`src/rtl/cache_port_arbiter.sv`:
```
// Round-robin arbiter sharing one write-through data cache between instruction fetch
// (port 0) and load/store (port 1); sequences the cache via MFCreset/MFC with a watchdog.
module cache_port_arbiter #(
  parameter int AW      = 8,
  parameter int DW      = 8,
  parameter int TIMEOUT = 32
) (
  input  logic          clk,
  input  logic          clear_n,
  input  logic          req0,
  input  logic          req1,
  input  logic          we0,
  input  logic          we1,
  input  logic [AW-1:0] addr0,
  input  logic [AW-1:0] addr1,
  input  logic [DW-1:0] wdata0,
  input  logic [DW-1:0] wdata1,
  output logic          ack0,
  output logic          ack1,
  output logic          err0,
  output logic          err1,
  output logic [DW-1:0] rdata0,
  output logic [DW-1:0] rdata1,
  output logic [AW-1:0] cache_addr,
  output logic [DW-1:0] cache_datain,
  output logic          cache_read_en,
  output logic          cache_write_en,
  output logic          cache_enable,
  output logic          cache_mfc_reset,
  input  logic          cache_mfc,
  input  logic [DW-1:0] cache_dataout,
  output logic          busy,
  output logic          grant_id
);

  typedef enum logic [2:0] {
    S_IDLE,
    S_ISSUE,
    S_SETTLE,
    S_WAIT,
    S_DONE,
    S_ABORT
  } state_t;

  localparam logic [7:0] WD_LAST = 8'(TIMEOUT - 1);

  state_t        state;
  logic [7:0]    wdog;
  logic          win;
  logic          win_we;
  logic [AW-1:0] win_addr;
  logic [DW-1:0] win_wdata;

  // Round-robin only matters on a tie; a lone requester always wins.
  assign win       = (req0 && req1) ? ~grant_id : req1;
  assign win_we    = win ? we1 : we0;
  assign win_addr  = win ? addr1 : addr0;
  assign win_wdata = win ? wdata1 : wdata0;

  always_ff @(posedge clk or negedge clear_n) begin
    if (!clear_n) begin
      state           <= S_IDLE;
      wdog            <= '0;
      ack0            <= 1'b0;
      ack1            <= 1'b0;
      err0            <= 1'b0;
      err1            <= 1'b0;
      rdata0          <= '0;
      rdata1          <= '0;
      cache_addr      <= '0;
      cache_datain    <= '0;
      cache_read_en   <= 1'b0;
      cache_write_en  <= 1'b0;
      cache_enable    <= 1'b0;
      cache_mfc_reset <= 1'b1;
      busy            <= 1'b0;
      grant_id        <= 1'b1;
    end else begin
      ack0 <= 1'b0;
      ack1 <= 1'b0;
      err0 <= 1'b0;
      err1 <= 1'b0;
      case (state)
        S_IDLE: begin
          cache_mfc_reset <= 1'b1;
          if (req0 || req1) begin
            // Cache lines are frozen here because the cache samples addr in several states.
            state          <= S_ISSUE;
            grant_id       <= win;
            cache_addr     <= win_addr;
            cache_datain   <= win_wdata;
            cache_read_en  <= ~win_we;
            cache_write_en <= win_we;
            cache_enable   <= 1'b1;
            busy           <= 1'b1;
          end
        end
        S_ISSUE: begin
          state           <= S_SETTLE;
          cache_mfc_reset <= 1'b0;
        end
        S_SETTLE: begin
          // MFC may still be high from the previous access, so it is not looked at yet.
          state <= S_WAIT;
          wdog  <= '0;
        end
        S_WAIT: begin
          wdog <= wdog + 8'd1;
          if (cache_mfc) begin
            state <= S_DONE;
            if (grant_id) begin
              ack1 <= 1'b1;
              if (!cache_write_en) rdata1 <= cache_dataout;
            end else begin
              ack0 <= 1'b1;
              if (!cache_write_en) rdata0 <= cache_dataout;
            end
            cache_mfc_reset <= 1'b1;
            cache_enable    <= 1'b0;
            cache_read_en   <= 1'b0;
            cache_write_en  <= 1'b0;
          end else if (wdog == WD_LAST) begin
            state <= S_ABORT;
            if (grant_id) err1 <= 1'b1;
            else          err0 <= 1'b1;
            cache_mfc_reset <= 1'b1;
            cache_enable    <= 1'b0;
            cache_read_en   <= 1'b0;
            cache_write_en  <= 1'b0;
          end
        end
        S_DONE, S_ABORT: begin
          state <= S_IDLE;
          busy  <= 1'b0;
        end
        default: begin
          state <= S_IDLE;
          busy  <= 1'b0;
        end
      endcase
    end
  end

endmodule
```
`config.mk`:
```
export PLATFORM = sky130hd
export DESIGN_NAME = cache_port_arbiter
export DESIGN_NICKNAME = d
export VERILOG_FILES = /design/src/rtl/cache_port_arbiter.sv
export SDC_FILE = /design/constraint.sdc
export NUM_CORES = 1
export LEC_CHECK = 0
export CORE_MARGIN = 5
export CORE_UTILIZATION = 40
export DETAILED_ROUTE_END_ITERATION = 12
export GPL_TIMING_DRIVEN = 1
export PLACE_DENSITY = 0.76
export SLEW_MARGIN = 30
export SYNTH_ARGS = -nofsm -noshare
export SYNTH_HDL_FRONTEND = slang
export SYNTH_SLANG_ARGS = --single-unit
```
`constraint.sdc`:
```
create_clock -name clk -period 1.5 [get_ports clk]
set_input_delay 0.3 -clock clk [delete_from_list [all_inputs] [get_ports clk]]
set_output_delay 0.3 -clock clk [all_outputs]
set_load 0.05 [all_outputs]
```
; Word-level counts from Yosys, hierarchy flattened
; Cells that the tools add are included.
[totals]
register_bits = 53
word_cells = 74
[classes]
n_addsub = 1
eq_ne = 6
mux = 33
bitwise_logic = 4
reduce_logical = 14
[op_table]
columns = operator, n
row1 = 1-bit 2-to-1 mux, 21
row2 = 8-bit 2-to-1 mux, 2
row3 = 8-bit case mux with 2 select lines, 1
row4 = 3-bit case mux with 4 select lines, 1
row5 = 3-bit 2-to-1 mux, 3
row6 = 8-bit by 1-bit adder with 8-bit output (second input constant), 1
row7 = 8-bit by 5-bit == test with 1-bit output (second input constant), 1
row8 = 1-bit case mux with 2 select lines, 4
row9 = 2-bit AND reduction, 4
row10 = 4-bit AND reduction, 2
row11 = 3-bit by 2-bit == test with 1-bit output (second input constant), 2
row12 = 1-bit inverter, 4
row13 = 2-bit nonzero test, 2
row14 = 3-bit by 1-bit == test with 1-bit output (second input constant), 1
row15 = 3-bit zero test, 1
row16 = 3-bit != test (second input constant), 1
row17 = 1-bit case mux with 3 select lines, 1
row18 = 3-bit AND reduction, 1
row19 = 3-bit nonzero test, 1
row20 = 3-bit OR reduction, 1
row21 = 2-bit != test (second input constant), 1
row22 = 1-bit logical AND, 1
row23 = 1-bit logical OR, 1

; Logic depth before layout (Yosys ltp)
[logic_depth]
depth_word = 6
ltp_mapped = 6

; Worst setup path before layout
; Ideal clock, no wire load.
[synth_path]
path_kind = register to register
from = register grant_id
to = register rdata1[0]
setup_ns = 0.125
arrival_ns = 1.490
required_ns = 1.375
slack_ns = -0.115
stages_incl_launch_ff = 3
n_path_buf = 0
cell_sequence = dfstp_2 -> nor3b_4 -> mux2_2
[synth_via]
elab_chain_len = 1
[synth_lines]
columns = element, line
row1 = start: declaration, 33  ; output logic grant_id
row2 = start signal: assignment, 89  ; grant_id <= win;
row3 = 4-bit AND reduction (no source line), n/a
row4 = end signal: assignment, 113  ; if (!cache_write_en) rdata1 <= cache_dataout;
row5 = end: declaration, 23  ; output logic [DW-1:0] rdata1,
; Every way passes these cells.
; A chain may end at the register's enable or synchronous reset.

; Final worst setup path
[layout_path]
from = register state[0]
to = register cache_datain[5]
[layout_via]
elab_chain_len = 2
[layout_lines]
columns = element, line
row1 = start: declaration, 47  ; state_t state;
row2 = start signal: assignment, 62  ; state <= S_IDLE;
row3 = start signal: assignment, 88  ; state <= S_ISSUE;
row4 = start signal: assignment, 99  ; state <= S_SETTLE;
row5 = 3-bit zero test, 83  ; case (state)
row6 = 2-bit AND reduction (no source line), n/a
row7 = end signal: assignment, 91  ; cache_datain <= win_wdata;
row8 = end: declaration, 25  ; output logic [DW-1:0] cache_datain,
; Every way passes these cells.

==> summary.txt <==
Outcome
  – Status: finished with violations
  – Violated checks: setup timing

Routing
  – Drt pass-1 iters: 4
  – M1 WL: 2936 um
  – Top sig layer: met4
  – Met3 routed WL: 472 um
  – DR vias/cell: 5.299
  – Initial drt markers: 108
  – Routed len/inst: 17.55 um
  – Routed wl met2: 3424 um
  – Antenna-violating nets left: 0
  – Routed wire length: 6931 um
  – Remaining DRCs: 0
  – Via Count: 2093

Die
  – Die H: 88.38 um
  – Row cnt: 28
  – Io pins: 89
  – Core Box Area: 5956 um^2
  – Starting density of the core: 41.26%
  – Die width: 88.38 um
  – Die footprint: 7811 um^2

Placed design
  – DPL Wire Length: 5008 um
  – Placer Congestion: 0.8376
  – IO buf count: 88
  – Setup WS pre-CTS: -433.1 ps

Timing
  – Post-layout min period: 1566 ps
  – Final setup violation count: 18
  – Tcrit/Tclk final: 104.4%
  – Max Clock Skew: 3.050 ps
  – RSZ-0062 raised after global routing: yes
  – Final Worst Setup Slack: -66.05 ps
  – FMAX: 0.6385 GHz
  – Max_slew headroom: 66.92%
  – Slew @ Worst Pin: 494.4 ps
  – Max-slew violations: 0
  – Total count of hold-check failures in the final report: 0

Critical path
  – Element type at the critical path start: flop
  – Crit. End Element: flop
  – Crit path kind: flop to flop
  – CP required: 1680 ps
  – Worst r2r src: state[0]$_DFFE_PN0P_
  – Worst R2R End: cache_datain[5]$_DFFE_PN0P_
  – R2R setup slack: -70 ps
  – CP max FO: 10
  – R2R depth: 4
  – Worst Path Arrival: 1740 ps

Logic synthesis
  – FFs w/ async S/R, synth: 100.0%
  – Synthesized flop and latch total: 53
  – Most common flop cell mapped by yosys: dfrtp_1
  – Synth Warn #: 0
  – Synth cell types: 45
  – Synthesized area: 2457 um^2
  – Avg Cell Area, Syn: 11.87 um^2
  – Cell count after synthesis: 207
  – Post-synth EDFFs: 0
  – Part of the Yosys area used for sequential elements: 54.07%
  – Mapped Nets: 255

CTS
  – H-tree level count: 2
  – Clock Pin Slew Worst Setup and Hold Paths: 100 ps
  – TritonCTS clock tree: done
  – Later-pin clock latency in the skew report: 310 ps
  – CTS buffer count: 5
  – Clk buf depth: 2
  – Root Buffer: clkbuf_8
  – # clock sinks: 53

Layout
  – Post-layout util: 71.43%
  – Area Growth Syn to Fin: 73.12%
  – N_diodes: 0
  – Layout Nets: 367
  – Fillcell total: 397
  – Layout cells sized above 1: 35.31%

Worst hold path
  – Hold WC Path Type: flop to flop
  – Hold_sp: wdog[7]$_DFFE_PN0P_
  – Hold path depth: 1
  – WHS Endpoint: wdog[7]$_DFFE_PN0P_

Flow run
  – Max-Cap Viols: 0

GRT
  – Largest net degree at the start of global routing: 54
  – Number of global-route vias before repair: 2186
  – Total congestion overflow: 0
  – Initial antenna violation count: 0
  – Tot GR Track Use: 17.92%
  – First-pass GRT wire length: 10870 um

Power and ir drop
  – Leak: 0.001903 uW
  – Worst VDD drop: 1.493 mV
  – PwrDens: 2301 nW/um^2
[cell usage after synthesis (2+ instances only)]
| master | number | area [um^2] |
|---|---|---|
| nand2_1 | 6 | 22.52 |
| and3b_1 | 2 | 17.52 |
| nor3b_1 | 2 | 15.01 |
| a21oi_1 | 3 | 15.01 |
| inv_1 | 3 | 11.26 |
| mux2_2 | 10 | 112.6 |
| clkbuf_1 | 6 | 22.52 |
| o21ai_0 | 25 | 125.1 |
| nor2_1 | 6 | 22.52 |
| or3_1 | 4 | 25.02 |
| dfrtp_1 | 51 | 1276 |
| a31oi_1 | 2 | 12.51 |
| nand3_1 | 4 | 20.02 |
| a22o_1 | 3 | 26.28 |
| and3_1 | 3 | 18.77 |
| buf_2 | 4 | 20.02 |
| dfstp_2 | 2 | 52.55 |
| nor3_1 | 2 | 10.01 |
| o211ai_1 | 4 | 30.03 |
| o21ai_1 | 14 | 70.07 |
| mux2i_1 | 20 | 200.2 |
| mux2_4 | 8 | 120.1 |
[how the worst max path moves through the flow]
| stage | startpoint | endpoint | slack (ps) | depth (start not counted) |
|---|---|---|---|---|
| after floorplan | grant_id$_DFFE_PN1P_ | rdata1[0]$_DFFE_PN0P_ | -70 | 2 |
| after global placement | cache_mfc | rdata1[5]$_DFFE_PN0P_ | -360 | 6 |
| after detailed placement | cache_mfc | rdata1[7]$_DFFE_PN0P_ | -430 | 6 |
| after CTS | grant_id$_DFFE_PN1P_ | grant_id | -7 | 2 |
| after global routing | state[2]$_DFFE_PN0P_ | cache_datain[5]$_DFFE_PN0P_ | -140 | 4 |
| final | state[0]$_DFFE_PN0P_ | cache_datain[5]$_DFFE_PN0P_ | -70 | 4 |
[cell usage in the layout (no fill, tap or decap), types with 3 or more instances in the layout]
cell type	netlist	layout
dfrtp_1	51	49
buf_12	0	45
clkdlybuf4s50_1	0	44
buf_4	1	22
mux2i_1	20	20
o21ai_0	25	20
o21ai_1	14	19
mux2_4	8	16
nand2_1	6	6
clkbuf_8	0	5
nor2_1	6	4
nand3_1	4	4
o211ai_1	4	4
buf_6	1	4
or3_1	4	3
and3_1	3	3
inv_1	3	3
a21oi_1	3	3
a22o_1	3	3
[report_power, final]
| group | leakage, uW | switching [uW] | internal [uW] |
|---|---|---|---|
| Combinational | 0.00119 | 3050 | 3130 |
| Clock | 0.0000487 | 491 | 341 |
| Sequential | 0.000660 | 713 | 2060 |
[flip-flops by register name, indices dropped and copies added, names as in the netlist]
name and cells:
cache_read_en 1, cache_datain 8, wdog 8, ack1 1
err1 1, ack0 1, err0 1, cache_write_en 1
rdata0 8, cache_addr 8, busy 1, cache_enable 1
cache_mfc_reset 1, grant_id 1, state 3, rdata1 8
[cell families after synthesis]
kind of cell    share of synthesized area (%)
buf+inv                                 3.106
fa+ha+maj                              0.5091
compound gates                          14.00
simple gates                            10.23
flops                                   54.07
mux                                     18.08
[repair_timing]
action,in CTS,in global routing
hold buffers,1,0
setup endpoints to repair,21,29
resized for setup,16,13
hold endpoints to repair,51,0
pin swaps,0,1
buffers inserted,3,2
[stage by stage]
stage | hold slack, ps | setup TNS (ps) | cells | power (uW) | area (um^2)
2_1_floorplan | 4.409 | -842.7 | 207 | 5515 | 2469
3_3_place_gp | 310.5 | -8198 | 381 | 8546 | 4009
6_report | 480.6 | -748.2 | 395 | 9789 | 4254
4_1_cts | 484.8 | -23.15 | 393 | 9737 | 4200
3_5_place_dp | 314.1 | -10290 | 381 | 8695 | 4009
5_1_grt | 512.2 | -2029 | 395 | 10230 | 4254
[critical path, cell delays in order, from the launching register on]
cell	delay (ps)
dfrtp_2	450
or3_4	420
buf_4	190
o21ai_0	230
o21ai_1	140
[routing by layer]
metal	up-vias	GRT usage, %
met3	6	4.190
met1	1030	23.03
met5	-	0
li1	983	-
met4	0	5.632
met2	74	30.05
[area by class of cell]
class / instances / area (um^2) / area share [%]
clock inverter: 3 / 26.28 / 0.6176
multi-input combinational: 138 / 1144 / 26.88
sequential: 53 / 1335 / 31.38
timing repair buffer: 118 / 1575 / 37.03
clock buffer: 5 / 68.82 / 1.618
inverter: 3 / 11.26 / 0.2647
tap: 75 / 93.84 / 2.206
No activity file was read; power rests on OpenSTA's default activity.
